<file path="src/rtl/aer_tx_handshake.sv">
// AER link transmitter: captures encoder indices and drives them out over a 4-phase REQ/ACK
// handshake, with a saturating event counter and sticky timeout/overrun flags.
module aer_tx_handshake #(
    parameter int unsigned ADDR_BITS   = 10,
    parameter int unsigned ACK_TIMEOUT = 1023,
    parameter int unsigned TO_BITS     = 10,
    parameter int unsigned CNT_BITS    = 16
) (
    input  logic                 CLK,
    input  logic                 RST,
    input  logic [ADDR_BITS-1:0] AER_IN_ADDR,
    input  logic                 AER_IN_VALID,
    output logic                 AER_IN_BUSY,
    output logic [ADDR_BITS-1:0] AER_ADDR,
    output logic                 AER_REQ,
    input  logic                 AER_ACK,
    input  logic                 ERR_CLR,
    output logic [CNT_BITS-1:0]  EVT_COUNT,
    output logic                 TIMEOUT_ERR,
    output logic                 OVERRUN_ERR
);

    typedef enum logic [1:0] {StIdle, StReq, StRelease} state_e;

    localparam logic [TO_BITS-1:0] ToMax = TO_BITS'(ACK_TIMEOUT);

    state_e               state_q, state_d;
    logic [ADDR_BITS-1:0] addr_q, addr_d;
    logic                 req_q, req_d;
    logic [CNT_BITS-1:0]  cnt_q, cnt_d;
    logic [TO_BITS-1:0]   to_q, to_d;
    logic                 to_err_q, to_err_d;
    logic                 ov_err_q, ov_err_d;
    logic                 acked_q, acked_d;
    logic                 ack_meta_q, ack_s_q;
    logic                 valid_q;
    logic                 capture;
    logic                 to_hit;

    // Encoder holds the index for one cycle after VALID drops, so capture on the falling edge.
    assign capture = valid_q & ~AER_IN_VALID;
    assign to_hit  = (to_q == ToMax);

    always_comb begin
        state_d  = state_q;
        addr_d   = addr_q;
        req_d    = req_q;
        cnt_d    = cnt_q;
        to_d     = to_q;
        acked_d  = acked_q;
        to_err_d = to_err_q & ~ERR_CLR;
        ov_err_d = ov_err_q & ~ERR_CLR;

        unique case (state_q)
            StIdle: begin
                if (capture) begin
                    addr_d  = AER_IN_ADDR;
                    req_d   = 1'b1;
                    to_d    = '0;
                    acked_d = 1'b0;
                    state_d = StReq;
                end
            end
            StReq: begin
                if (capture) ov_err_d = 1'b1;
                if (ack_s_q) begin
                    req_d   = 1'b0;
                    to_d    = '0;
                    acked_d = 1'b1;
                    state_d = StRelease;
                end else if (to_hit) begin
                    req_d    = 1'b0;
                    to_d     = '0;
                    acked_d  = 1'b0;
                    to_err_d = 1'b1;
                    state_d  = StRelease;
                end else begin
                    to_d = to_q + TO_BITS'(1);
                end
            end
            StRelease: begin
                if (capture) ov_err_d = 1'b1;
                if (!ack_s_q) begin
                    // Aborted (timed-out) requests are not counted as events.
                    if (acked_q && (cnt_q != '1)) cnt_d = cnt_q + CNT_BITS'(1);
                    state_d = StIdle;
                end else if (to_hit) begin
                    to_err_d = 1'b1;
                    state_d  = StIdle;
                end else begin
                    to_d = to_q + TO_BITS'(1);
                end
            end
            default: state_d = StIdle;
        endcase
    end

    always_ff @(posedge CLK or posedge RST) begin
        if (RST) begin
            state_q    <= StIdle;
            addr_q     <= '0;
            req_q      <= 1'b0;
            cnt_q      <= '0;
            to_q       <= '0;
            to_err_q   <= 1'b0;
            ov_err_q   <= 1'b0;
            acked_q    <= 1'b0;
            ack_meta_q <= 1'b0;
            ack_s_q    <= 1'b0;
            valid_q    <= 1'b0;
        end else begin
            state_q    <= state_d;
            addr_q     <= addr_d;
            req_q      <= req_d;
            cnt_q      <= cnt_d;
            to_q       <= to_d;
            to_err_q   <= to_err_d;
            ov_err_q   <= ov_err_d;
            acked_q    <= acked_d;
            ack_meta_q <= AER_ACK;
            ack_s_q    <= ack_meta_q;
            valid_q    <= AER_IN_VALID;
        end
    end

    assign AER_IN_BUSY = (state_q != StIdle) | capture;
    assign AER_ADDR    = addr_q;
    assign AER_REQ     = req_q;
    assign EVT_COUNT   = cnt_q;
    assign TIMEOUT_ERR = to_err_q;
    assign OVERRUN_ERR = ov_err_q;

endmodule
</file>
<file path="config.mk">
export PLATFORM = sky130hd
export DESIGN_NAME = aer_tx_handshake
export DESIGN_NICKNAME = d
export VERILOG_FILES = /design/src/rtl/aer_tx_handshake.sv
export SDC_FILE = /design/constraint.sdc
export NUM_CORES = 1
export LEC_CHECK = 0
export ABC_AREA = 1
export CORE_MARGIN = 2
export CORE_UTILIZATION = 35
export DETAILED_ROUTE_END_ITERATION = 7
export SLEW_MARGIN = 20
export SYNTH_ARGS = -nofsm -noshare
export SYNTH_HDL_FRONTEND = slang
export SYNTH_SLANG_ARGS = --single-unit
export TNS_END_PERCENT = 100
</file>
<file path="constraint.sdc">
create_clock -name CLK -period 2.5 [get_ports CLK]
set_input_delay 0.375 -clock CLK [delete_from_list [all_inputs] [get_ports CLK]]
set_output_delay 0.375 -clock CLK [all_outputs]
set_load 0.005 [all_outputs]
</file>
* Word-level counts from Yosys, hierarchy flattened
Index checks and enable logic that the tools add are counted.
** Word-level totals
- Register bits after elaboration :: 45
- Output and inout port bits :: 30
** Operators by class
- Muxes and demuxes :: 25
- Eq/ne operators :: 9
- Add/subtract/negate cells :: 2
- Reduce and logical (&&, ||, !) cells :: 11
- Bitwise gates (word level) :: 7
** Operators with widths (number)
- $mux 10 :: 5
- $pmux 10 s3 :: 1
- $add 16x1->16 const B :: 1
- $ne 16x16->1 const B :: 1
- $add 10x1->10 const B :: 1
- $eq 10x10->1 const B :: 1
- $mux 1 :: 10
- $mux 2 :: 5
- $reduce_and 3->1 :: 3
- $ne 2x2->1 const B :: 3
- $ne 3x3->1 const B :: 2
- $pmux 1 s2 :: 3
- $pmux 2 s3 :: 1
- $reduce_and 4->1 :: 1
- $reduce_bool 2->1 :: 2
- $and 1x1->1 :: 3
- $not 1->1 :: 3
- $reduce_bool 3->1 :: 1
- $eq 2x1->1 const B :: 1
- $eq 2x2->1 const B :: 1
- $logic_not 2->1 :: 1
- $reduce_and 2->1 :: 1
- $reduce_or 2->1 :: 1
- $logic_and 1x1->1 :: 1
- $or 1x1->1 :: 1

* Longest topological paths before layout
Gate-level depths: netlist of run 1.
- Depth after elaboration :: 5
- Gate-level depth with buffers :: 11
- Mapped depth without buffers :: 10

* Worst setup path after synthesis of run 1
No wires, ideal clock.
- Path kind :: reg-to-reg
- Start point :: register cnt_q[0], in the netlist EVT_COUNT[0]
- End point :: register cnt_q[15], in the netlist EVT_COUNT[15]
- Library setup time :: 0.116 ns
- Arrival :: 1.460 ns
- Data required time :: 2.384 ns
- Setup slack :: 0.924 ns
- Stages on the path, launching flop included :: 10
- Cell sequence :: dfrtp_1 -> ha_1 -> nand3_2 -> nor2_2 -> nand4_1 -> nand3_4 -> inv_6 -> buf_6 -> nand2_1 -> nand2_1
** On the way
- Longest elaborated chain between the ends :: 3
** RTL lines
- start, declared :: line 30 : logic [CNT_BITS-1:0] cnt_q, cnt_d;
- start signal, assigned :: line 115 : cnt_q <= cnt_d;
- branches (longest 3 deep; another with $add 16x1->16)
Parallel ways; which one is timed is not known.
A chain may end at the register's enable or synchronous reset.

* Final worst setup path of run 1
- Start point :: register state_q[0]
- End point :: output AER_IN_BUSY
** On the way
- Longest elaborated chain between the ends :: 2
** RTL lines
- start, declared :: line 27 : state_e state_q, state_d;
- start signal, assigned :: line 100 : state_q <= StIdle;
- start signal, assigned :: line 112 : state_q <= state_d;
- $reduce_bool 2->1 :: line 126 : assign AER_IN_BUSY = (state_q != StIdle) | capture;
- $or 1x1->1 :: line 126
- end, declared :: line 13 : output logic AER_IN_BUSY,
Every way passes these cells.

==> impl_metrics.json, run 1 <==
{
  "antenna_left": 0,
  "drc": 0,
  "grt_util_all_layers_pct": 14.81,
  "yosysWarnings": 0,
  "synthesis.nets": 312,
  "drive_gt1_share_pct": 12.09,
  "synth_top_area_share_pct": 45.82,
  "p_leak_nw": 1.382,
  "wl_mm": 5.147,
  "hold_buffers": 0,
  "setup_viol": 0,
  "final_area_um2": 3102,
  "gr-total-overflow": 0,
  "grt_first_pass_wirelength_mm": 9.025,
  "cts_max_path_buffers": 2,
  "critPathLaunchType": "register",
  "setup.worst_path.end_class": "output pin",
  "syn_inst": 291,
  "die_h_um": 87.79,
  "die_x_um": 87.79,
  "cts-buffers-inserted": 5,
  "path_clk_slew_ps": 90,
  "use_met3_pct": 3.016,
  "start_util_pct": 36.17,
  "dr.pass1.iters": 4,
  "cts_resized": 0,
  "wl_per_cell_um": 11.83,
  "grt_busiest_layer": "met2",
  "io_buffers": 44,
  "synth_flop_cell": "dfrtp_1",
  "period_minus_slack_ps": 2192,
  "core.rowCount": 30,
  "io_pins": 45,
  "worstSetupPathType": "reg2out",
  "htreeDepth": 2,
  "cts_setup_buffers": 0,
  "synth_seq_cells": 45,
  "synth_area_um2": 2457,
  "slew_headroom_pct": 66.31,
  "synth_edf_count": 0,
  "cp.required_ps": 2120,
  "fmax_mhz": 456.1,
  "core_um2": 6794,
  "slew_viol_final": 0,
  "vias": 2034,
  "pre_cts_slack_ps": 440.8,
  "yosysMostFrequentCell": "nand2_1",
  "dp_hpwl_mm": 3.854,
  "clock_latency_ps": 300,
  "grt_max_degree": 24,
  "p_per_area_nw_per_um2": 750.6,
  "viasPerCell": 4.676,
  "area_growth_pct": 26.22,
  "rsz0062_at_grt": "no",
  "async_reset_ff_share_pct": 100.0,
  "status": "complete, no violations",
  "fin_tns_setup_ps": 0,
  "vdd_drop_max_v": 0.0004426,
  "utilization_pct": 45.65,
  "yosysTopAreaCell": "dfrtp_1",
  "gp_congestion": 0.8517,
  "cp.arrival_ps": 1820,
  "dr.first_iter.drc_count": 70,
  "cts_tree": "done",
  "layout.nets": 359,
  "syn_avg_cell_area_um2": 8.445,
  "finClkSkew_ps": 7.222,
  "ys_seq_area_share_pct": 45.82,
  "max_slew.worst_pin.slew_ps": 504.6,
  "place_area_um2": 3000,
  "design.die.area_um2": 7707,
  "antenna_cells": 0,
  "hp-class": "reg2reg",
  "drv_cap": 0,
  "netlist_top_cells_area": "dfrtp_1, nand2_1, inv_1",
  "cp_max_fo": 4,
  "antenna_found_initial": 0,
  "fin_crit_sh_pct": 87.69,
  "first_global_vias": 2021,
  "cts_num_sinks": 45,
  "total_power_mw": 2.328,
  "met2_usage_pct": 23.97,
  "grt_util_met1_pct": 19.29,
  "worst_slack_ps": 307.7,
  "hold_viol": 0,
  "yosysUniqueCellTypes": 30,
  "synth_common_cells": "nand2_1, dfrtp_1, inv_1",
  "root_buffer": "clkbuf_8"
}
-- flip-flops by register name, summed over array words and instances (netlist names) --
name         flops
AER_ADDR        10
ack_meta_q       1
to_q            10
AER_REQ          1
state_q          2
acked_q          1
OVERRUN_ERR      1
ack_s_q          1
TIMEOUT_ERR      1
EVT_COUNT       16
valid_q          1
-- layout make-up --
| class | instances | area, um2 |
|---|---|---|
| clock inverters | 1 | 5.005 |
| inverters | 35 | 136.4 |
| flip-flops and latches | 45 | 1126 |
| fillers | 670 | 3692 |
| well taps | 96 | 120.1 |
| clock buffers | 7 | 96.34 |
| multi-input cells | 206 | 1157 |
| repair buffers | 45 | 460.4 |
-- through the flow --
step / cells / hold WS, ps
4_1_cts: 435 / 368.4
2_1_floorplan: 291 / 331.2
3_3_place_gp: 427 / 342.6
6_report: 435 / 365.9
3_5_place_dp: 427 / 347.8
5_1_grt: 435 / 384.7
-- per-layer routing --
metal | wire [um] | up-vias
met5 | 0 | -
met4 | 89 | 0
met3 | 214 | 8
met2 | 2481 | 48
met1 | 2361 | 955
li1 | - | 1023
-- kinds of logic after synthesis --
logic type,Yosys count,synth area share [%]
and+or+nand+nor,152,28.56
DFF,45,45.82
buffers and inverters,40,7.077
AOI/OAI and AO/OA,22,5.194
xor gates and xnor gates,16,5.703
muxes,10,4.583
adders and majority gates,6,3.055
-- worst max-delay path, stage by stage (launching register included) --
cell,delay (ps)
dfrtp_1,430
inv_1,100
ha_1,200
inv_1,60
nor2_1,160
inv_1,110
clkdlybuf4s50_1,460
-- report_power, final --
group          switching [mW]  internal, mW  total, mW
Sequential              0.102         0.870      0.972
Clock                   0.247         0.250      0.497
Combinational           0.436         0.423      0.859
Total                   0.785          1.54       2.33
-- cells in the final DEF, fill, tap and decap left out, types with 5 or more instances in the layout --
cell              n
nand3_1          21
inv_1            32
nand4_1           7
nor2_1           20
clkbuf_8          7
nor3_1            5
xnor2_1           8
xor2_1            8
nor2_2            6
o21ai_0          12
ha_1              6
mux2_2           10
nand2_1          80
clkdlybuf4s50_1  44
dfrtp_1          45
-- path summary, 6_finish.rpt --
path	startpoint	to	slack (ps)	depth (start not counted)
max	state_q[0]	AER_IN_BUSY	310	6
min	ack_meta_q	ack_s_q	370	0
max reg2reg	state_q[0]	to_q[5]	620	10
min reg2reg	ack_meta_q	ack_s_q	370	0
max in group asynchronous	RST	EVT_COUNT[10]	1580	3
min in group asynchronous	RST	AER_ADDR[7]	430	2
(Power assumes the default switching activity.)
==> run 2, diff against run 1 <==
--- a/config.mk
+++ b/config.mk
@@ -7,8 +7,9 @@
 export LEC_CHECK = 0
 export ABC_AREA = 1
 export CORE_MARGIN = 2
-export CORE_UTILIZATION = 35
+export CORE_UTILIZATION = 55
 export DETAILED_ROUTE_END_ITERATION = 7
+export PLACE_DENSITY = 0.83
 export SLEW_MARGIN = 20
 export SYNTH_ARGS = -nofsm -noshare
 export SYNTH_HDL_FRONTEND = slang
==> run 2 against run 1 <==
  * Highest routed layer unchanged
  * Cell count is 10% lower
  * Clock skew is 5.8 ps higher
  * Combinational power is 0.8% higher
  * Via count is 1.9% higher
  * Register-to-register slack worse by 40 ps
  * Worst setup slack worse by 17 ps
  * Critical path depth stayed put
  * Global-route usage is 8.1 points higher
  * Clock power is 4.0% lower
  * Die area is 35% lower
  * Design area is 2.3% lower
  * Maximum frequency is 0.78% lower
  * Critical endpoint unchanged
==> impl_metrics.json, run 2 (synthesis gave the netlist of run 1 again) <==
{
  "status": "complete, no violations",
  "fin_crit_sh_pct": 88.38,
  "period_minus_slack_ps": 2210,
  "reg2reg_from": "state_q[0]",
  "root_buffer": "clkbuf_8",
  "p_per_area_nw_per_um2": 766.5,
  "fin_tns_setup_ps": 0,
  "antenna_cells": 0,
  "regToRegSetupSlack_ps": 580,
  "cts_setup_buffers": 0,
  "slew_headroom_pct": 61.99,
  "switching_share_pct": 34.75,
  "min_from": "ack_meta_q",
  "fmax_mhz": 452.6,
  "rsz0062_at_grt": "no",
  "multi_input_area_um2": 1157,
  "io_pins": 45,
  "whs_ps": 365.6,
  "clock_latency_ps": 310,
  "layout.nets": 359,
  "antenna_left": 0,
  "viasPerCell": 5.302,
  "grt_max_degree": 46,
  "cp.required_ps": 2120,
  "die_x_um": 70.84,
  "setup.worst_path.end_class": "output pin",
  "slew_viol_final": 0,
  "power_frac_clock_pct": 20.5,
  "first_global_vias": 2008,
  "fillers": 355,
  "critPathLaunchType": "register",
  "dr.first_iter.drc_count": 91,
  "largest_reg_flops": 16,
  "antenna_found_initial": 0,
  "cts-buffers-inserted": 5,
  "die_h_um": 70.84,
  "core.rowCount": 24,
  "holdPathEnd": "ack_s_q",
  "core_um2": 4324,
  "start_util_pct": 56.83,
  "ff2ff_path_depth": 10,
  "path_clk_slew_ps": 90,
  "hold_viol": 0,
  "power.share.sequential_pct": 42.1,
  "whs_path_depth": 0,
  "comb_power_share_pct": 37.3,
  "hp-class": "reg2reg",
  "max_slew.worst_pin.slew_ps": 570.1,
  "wl_mm": 5.137,
  "area_growth_pct": 23.27,
  "cts_num_sinks": 45,
  "io_buffers": 44,
  "cp_max_fo": 4,
  "cts_max_path_buffers": 2,
  "cts_tree": "done",
  "vdd_drop_max_v": 0.0006825,
  "hold_buffers": 0,
  "dr.pass1.iters": 4,
  "drv_cap": 0,
  "switchingPower_mw": 0.8070,
  "worstSetupPathType": "reg2out",
  "total_power_mw": 2.322,
  "cts_resized": 0,
  "gp_congestion": 0.8304,
  "cp.arrival_ps": 1830,
  "p_leak_nw": 1.371,
  "ff_latch_area_um2": 1126,
  "vias": 2073,
  "dp_hpwl_mm": 3.793,
  "htreeDepth": 2,
  "wl_per_cell_um": 13.14,
  "layout_common_cells": "nand2_1, dfrtp_1, clkdlybuf4s50_1",
  "drive_gt1_share_pct": 11.80,
  "final_common_cell": "nand2_1",
  "rr_endpoint": "to_q[7]",
  "grt_util_all_layers_pct": 22.86,
  "design.die.area_um2": 5018,
  "finClkSkew_ps": 13.05,
  "setup_viol": 0,
  "drc": 0,
  "gr-total-overflow": 0,
  "intPower_mw": 1.515,
  "grt_first_pass_wirelength_mm": 8.990
}
==> run 2: changes by cell type in the layout (fill, tap and decap cells not counted) <==
cell / delta
clkinv_1: +1
inv_2: -1
buf_4: +1
clkinv_4: +1
clkbuf_8: -1
buf_12: -1
==> run 2: worst max-delay path, cell delays in order, from the launching register on <==
cell	delay, ps
dfrtp_1	430
inv_1	100
ha_1	220
inv_1	80
nor2_1	170
inv_1	90
clkdlybuf4s50_1	450
==> run 2: layer usage <==
metal  track usage, %  up-vias  routed length [um]
li1                 -     1017                   -
met1            26.54      991                2130
met2            41.43       56                2663
met3            4.843        9                 251
met4            8.386        0                  92
met5                0        -                   0
==> run 2: worst max path at each step <==
stage	start	endpoint	slack, ps	cells after the start
2_1_floorplan	EVT_COUNT[0]	EVT_COUNT[15]	920	9
3_5_place_dp	AER_IN_VALID	AER_IN_BUSY	500	5
6_report	state_q[0]	AER_IN_BUSY	290	6
5_1_grt	state_q[1]	AER_IN_BUSY	190	6
4_1_cts	state_q[1]	AER_IN_BUSY	280	6
3_3_place_gp	AER_IN_VALID	AER_IN_BUSY	490	5
==> run 2: cell type report <==
class | instances | area share [%]
multi-input cells | 206 | 38.21
flip-flops and latches | 45 | 37.17
repair buffers | 45 | 14.79
inverters | 35 | 4.502
clock buffers | 6 | 2.726
well taps | 52 | 2.148
clock inverters | 2 | 0.4544
==> run 2: metrics by stage <==
| stage | util, % | setup slack, ps | instances | area [um2] |
|---|---|---|---|---|
| floorplan | - | 923.8 | 291 | 2457 |
| finish | 70.05 | 290.4 | 391 | 3029 |
| global placement | 67.82 | 491.5 | 383 | 2933 |
| CTS | 70.05 | 277.2 | 391 | 3029 |
| detailed placement | 67.82 | 495.2 | 383 | 2933 |
| global route | 70.05 | 193.4 | 391 | 3029 |
==> run 2: power by group through the flow <==
stage	logic (mW)	registers, mW	clock network (mW)
after floorplan	0.478	0.983	0
after global placement	0.836	0.980	0
after detailed placement	0.864	0.992	0
after CTS	0.875	0.980	0.493
after global routing	0.964	0.998	0.519
final	0.866	0.979	0.477
==> run 3, diff against run 2 <==
--- a/config.mk
+++ b/config.mk
@@ -8,6 +8,7 @@
 export ABC_AREA = 1
 export CORE_MARGIN = 2
 export CORE_UTILIZATION = 55
+export CTS_CLUSTER_SIZE = 28
 export DETAILED_ROUTE_END_ITERATION = 7
 export PLACE_DENSITY = 0.83
 export SLEW_MARGIN = 20
==> results of run 3 <==
The final DEF is identical to that of run 2; final timing and power are the same.
